===== config.mk =====
export PLATFORM = sky130hd
export DESIGN_NAME = counter_mod_updown
export DESIGN_NICKNAME = d
export VERILOG_FILES = /design/src/rtl/counter_mod_updown_pkg.sv /design/src/rtl/counter_mod_next.sv /design/src/rtl/counter_mod_updown.sv
export SDC_FILE = /design/constraint.sdc
export NUM_CORES = 1
export LEC_CHECK = 0
export CAP_MARGIN = 20
export CORE_MARGIN = 1.5
export CORE_UTILIZATION = 40
export CTS_CLUSTER_DIAMETER = 40
export CTS_CLUSTER_SIZE = 12
export DETAILED_ROUTE_END_ITERATION = 8
export DONT_BUFFER_PORTS = 1
export PLACE_DENSITY = 0.65
export SYNTH_ARGS = -nofsm -noshare
export SYNTH_HDL_FRONTEND = slang
export SYNTH_HIERARCHICAL = 1
export SYNTH_SLANG_ARGS = --single-unit

===== constraint.sdc =====
create_clock -name clk -period 4.5 [get_ports clk]
set_clock_uncertainty 0.1 [all_clocks]
set_input_delay 0.675 -clock clk [delete_from_list [all_inputs] [get_ports clk]]
set_output_delay 0.675 -clock clk [all_outputs]
set_load 0.02 [all_outputs]

===== src/rtl/counter_mod_updown_pkg.sv =====
// ----------------------------------------------------------------------------
// counter_mod_updown_pkg
//   Shared encodings for the modulo up/down counter family.
//   - MODE_WRAP / MODE_SAT : values of the 'sat' input
//   - DIR_DOWN  / DIR_UP   : values of the 'up' input
//   - mod_is_legal()       : elaboration-time range check for MOD
// ----------------------------------------------------------------------------
package counter_mod_updown_pkg;

  localparam logic MODE_WRAP = 1'b0;
  localparam logic MODE_SAT  = 1'b1;

  localparam logic DIR_DOWN  = 1'b0;
  localparam logic DIR_UP    = 1'b1;

  // A modulus is usable when the range 0..m-1 has at least two values and
  // m-1 still fits in n bits.
  function automatic bit mod_is_legal(input int n, input int m);
    return (m >= 2) && (m <= (1 << n));
  endfunction

endpackage : counter_mod_updown_pkg


===== src/rtl/counter_mod_next.sv =====
// ----------------------------------------------------------------------------
// counter_mod_next
//   Purely combinational next-state logic of the modulo up/down counter.
//   Ports:
//     count      in  [N-1:0]  current registered count
//     up         in           direction (DIR_UP / DIR_DOWN)
//     sat        in           boundary mode (MODE_WRAP / MODE_SAT)
//     load       in           parallel load request (highest priority)
//     din        in  [N-1:0]  load value, clamped to MOD-1
//     en         in           count enable
//     next_count out [N-1:0]  value to register on the next edge
//     hit        out          an enabled step tried to pass the boundary
// ----------------------------------------------------------------------------
module counter_mod_next
  import counter_mod_updown_pkg::*;
#(
  parameter int N   = 7,
  parameter int MOD = 2**N
) (
  input  logic [N-1:0] count,
  input  logic         up,
  input  logic         sat,
  input  logic         load,
  input  logic [N-1:0] din,
  input  logic         en,
  output logic [N-1:0] next_count,
  output logic         hit
);

  // Compares are done one bit wider so that MOD = 2**N is representable.
  localparam logic [N:0]   MOD_X = (N+1)'(MOD);
  localparam logic [N:0]   MAX_X = (N+1)'(MOD - 1);
  localparam logic [N-1:0] MAX   = N'(MOD - 1);

  always_comb begin
    // NOTE: every output gets a default before any branch, so no path can
    // leave it unassigned and infer a latch.
    next_count = count;
    hit        = 1'b0;

    if (load) begin
      next_count = ({1'b0, din} < MOD_X) ? din : MAX;
    end else if (en) begin
      case (up)
        DIR_UP: begin
          if ({1'b0, count} < MAX_X) begin
            next_count = count + 1'b1;
          end else begin
            hit        = 1'b1;
            next_count = (sat == MODE_SAT) ? MAX : '0;
          end
        end
        DIR_DOWN: begin
          if (count != '0) begin
            next_count = count - 1'b1;
          end else begin
            hit        = 1'b1;
            next_count = (sat == MODE_WRAP) ? MAX : '0;
          end
        end
        default: ;
      endcase
    end
  end

endmodule : counter_mod_next


===== src/rtl/counter_mod_updown.sv =====
// ----------------------------------------------------------------------------
// counter_mod_updown
//   Up/down counter over the range 0..MOD-1 with enable, synchronous load
//   (values above the range are clamped to the top value), runtime
//   wrap/saturate mode, registered terminal-count pulse and sticky overflow
//   flag. All outputs are registered.
//   Ports:
//     clk      in           rising-edge clock
//     clr      in           asynchronous active-high reset
//     en       in           count enable
//     up       in           1 = increment, 0 = decrement
//     load     in           synchronous parallel load (beats en)
//     din      in  [N-1:0]  load value
//     sat      in           0 = wrap at boundary, 1 = saturate
//     ovf_clr  in           synchronous clear of the sticky ovf flag
//     count    out [N-1:0]  current count, always below the modulus
//     tc       out          one-cycle pulse after each boundary step
//     ovf      out          sticky boundary flag
// ----------------------------------------------------------------------------
module counter_mod_updown
  import counter_mod_updown_pkg::*;
#(
  parameter int N   = 7,
  parameter int MOD = 2**N
) (
  input  logic         clk,
  input  logic         clr,
  input  logic         en,
  input  logic         up,
  input  logic         load,
  input  logic [N-1:0] din,
  input  logic         sat,
  input  logic         ovf_clr,
  output logic [N-1:0] count,
  output logic         tc,
  output logic         ovf
);

  // Reject an unusable modulus while elaborating; no hardware results.
  if (!mod_is_legal(N, MOD)) begin : g_bad_mod
    $fatal(1, "counter_mod_updown: MOD=%0d illegal for N=%0d (need 2..2**N)",
           MOD, N);
  end

  logic [N-1:0] next_count;
  logic         hit;

  counter_mod_next #(
    .N   (N),
    .MOD (MOD)
  ) u_next (
    .count      (count),
    .up         (up),
    .sat        (sat),
    .load       (load),
    .din        (din),
    .en         (en),
    .next_count (next_count),
    .hit        (hit)
  );

  always_ff @(posedge clk or posedge clr) begin
    if (clr) begin
      count <= '0;
      tc    <= 1'b0;
      ovf   <= 1'b0;
    end else begin
      // NOTE: non-blocking assignments make all three registers sample the
      // same pre-edge values, independent of statement order.
      count <= next_count;
      // hit is only raised for an enabled, non-load step, so load and idle
      // cycles clear tc automatically.
      tc    <= hit;
      // A boundary event wins over a simultaneous clear request.
      if (hit) begin
        ovf <= 1'b1;
      end else if (ovf_clr) begin
        ovf <= 1'b0;
      end
    end
  end

endmodule : counter_mod_updown


==> out/qor.yml <==
outcome:
  outcome: "complete, no violations"
clock_tree:
  cts_root_buffer: "clkbuf_4"
  cts_resized: 0
  hold_buffers: 0
  clk_latency_ns: 0.25
  htreeDepth: 1
  clockBufferDepth: 2
  cts_sinks: 9
  clk_pin_slew_worst_paths_ns: 0.06
  cts_tree: "yes"
  cts_inserted_buffers: 3
  post-cts-setup-buffers: 0
global_route:
  grt_use_total: 0.167
  antenna_found_initial: 0
  grt_pass1_wl_um: 2730
  grt_pass1_vias: 580
  overflow: 0
  grt_max_degree: 19
synth:
  postSynthAreaPerCell_um2: 8.36
  synth_edf_count: 0
  synth.most_common_cell: "nand2_1"
  synthTopCellsByArea: "dfrtp_1, nand2_1, ha_1"
  synth_area_um2: 811
  synthTopCellsByCount: "nand2_1, dfrtp_1, nor2_1, inv_1, o21ai_0"
  synthCells: 97
  synth.distinct_cells: 39
  synth_top_area_cell: "dfrtp_1"
  synth-main-ff-cell: "dfrtp_1"
  ys_seq_area_frac: 0.278
  synth-seq-cells: 9
  synth_nets: 114
  yosys.area.top_type_share: 0.278
  async_flop_share: 1.00
  ys_warn_count: 6
place:
  routabilityCongestion: 0.771
  placed_area_um2: 787
  port_buffers: 0
  hpwlAfterDp_um: 1360
drt:
  drt_first_pass_iters: 4
  vias: 708
  via_per_inst: 5.95
  drtIter0Drc: 13
  route.detailed.drc: 0
  wl_per_cell_um: 15.7
  drtAntennaViolNets: 0
  drt_wl_total_um: 1860
die:
  io_pins: 23
  start_util: 0.418
  fp-row-count: 16
  die_y_um: 48.0
  dieWidth_um: 48.0
  dieArea_um2: 2310
  core_area_um2: 1940
cells_and_area:
  utilization: 0.419
  syn_to_final_growth_pct: 0.309
  nNetsFinal: 110
  fin_area_um2: 813
  multi_input_area_um2: 509
  drive_gt1_frac: 0.109
  seq_area_um2: 225
  nFillCells: 204
  diodes: 0
critical_path:
  critPathMaxFanout: 10
  cp_slowest_cell: "dfrtp_1"
  setup.worst_path.start_class: "register"
  cp_cell_sequence: "inv_1, ha_1, or2b_1, o41ai_4, a31o_4, a311oi_1, o221ai_2"
  crit_type: "register to register"
  critPathRequiredTime_ns: 4.53
  cpPeakStageDelay_ns: 0.66
  worstSetupEndpointType: "register"
  cp.arrival_ns: 2.37
power_and_ir_drop:
  p_per_area_nw_per_um2: 293
  ir_drop_uv: 196
  p_leak_nw: 0.314
timing:
  worstMarginPinSlew_ns: 0.545
  finalHoldViolCount: 0
  post-route-min-period_ns: 2.34
  setup_viol: 0
  fin_crit_sh: 0.521
  max_slew_margin: 0.637
  rsz0062_at_grt: "false"
  final-max-slew-violation-count: 0
  setup_tns_ns: 0
  max_freq_mhz: 427
  worst_hold_slack_ns: 0.169
flow_run:
  maxCapViolCount: 0
worst_hold_path:
  hold_path_class: "primary input to asynchronous set/reset pin"
## final timing paths
check	cells past startpoint	slack, ns	end	start
hold / removal	1	0.17	count[3]$_DFF_PP0_	clr
max in group asynchronous	1	3.88	count[5]$_DFF_PP0_	clr
setup / recovery	7	2.16	count[5]$_DFF_PP0_	count[0]$_DFF_PP0_
setup reg to reg	7	2.16	count[5]$_DFF_PP0_	count[0]$_DFF_PP0_
hold reg to reg	1	0.54	ovf$_DFFE_PP0P_	ovf$_DFFE_PP0P_
min in group clk	1	0.40	tc$_DFF_PP0_	load
## worst max-delay path: cells and delay by family (launching register included)
family                     cells  cell delay [ns]
AOI/OAI and AO/OA              4             0.82
adders and majority gates      1             0.25
buffers and inverters          1             0.13
DFF                            1             0.66
and+or+nand+nor                1             0.26
## where the power goes
group          switching (mW)  total, mW  leakage, nW  internal [mW]
Clock                  0.0260     0.0601       0.0150         0.0340
Sequential             0.0309      0.119        0.111         0.0878
Combinational          0.0305     0.0594        0.188         0.0289
## flip-flops by register name, indices dropped and copies added (netlist names)
signal  flops
count       7
ovf         1
tc          1
## metal layers
layer	track usage	vias to the layer above	routed length, um
met5	0	-	0
met4	0.0486	0	0
met3	0.0340	0	96
met2	0.235	17	849
met1	0.256	339	918
li1	-	352	-
## layout make-up
| cell class | count | share of cell area |
|---|---|---|
| multi-input combinational | 74 | 0.626 |
| tap | 27 | 0.0415 |
| inverter | 5 | 0.0231 |
| sequential | 9 | 0.277 |
| clock buffer | 4 | 0.0323 |
## metrics by stage
step,setup slack (ns),instances,power (mW)
5_1_grt,2.06,119,0.253
6_report,2.16,119,0.238
2_1_floorplan,2.32,97,0.175
3_5_place_dp,2.18,115,0.179
3_3_place_gp,2.19,115,0.178
4_1_cts,2.16,119,0.240
## cell families (layout without fill, tap and decap cells)
| group | Yosys count | count (layout) | share of synthesized area |
|---|---|---|---|
| buffers and inverters | 14 | 9 | 0.0941 |
| XOR/XNOR | 4 | 4 | 0.0432 |
| AND/OR/NAND/NOR | 37 | 37 | 0.238 |
| adder cells (fa/ha/maj) | 3 | 3 | 0.0463 |
| flip-flops | 9 | 9 | 0.278 |
| AO/OA/AOI/OAI | 30 | 30 | 0.301 |
## cell usage in the layout, fill, tap and decap left out, drive strengths merged
master / Yosys / routed
o32ai: 3 / 3
nor3: 5 / 5
a211oi: 1 / 1
o31a: 1 / 1
a311oi: 1 / 1
nor3b: 2 / 2
xor2: 1 / 1
dfrtp: 9 / 9
a21o: 2 / 2
nand3b: 1 / 1
nand3: 3 / 3
o221ai: 1 / 1
nand4: 2 / 2
nor4: 1 / 1
o31ai: 2 / 2
ha: 3 / 3
clkbuf: 3 / 4
nor4b: 1 / 1
o21bai: 1 / 1
o22ai: 4 / 4
nand2: 12 / 12
or2b: 1 / 1
o41ai: 2 / 2
a31o: 1 / 1
a21oi: 3 / 3
xnor2: 3 / 3
nor2: 7 / 7
or4: 2 / 2
o21ai: 8 / 8
inv: 5 / 5
No activity file was read; power rests on OpenSTA's default activity.
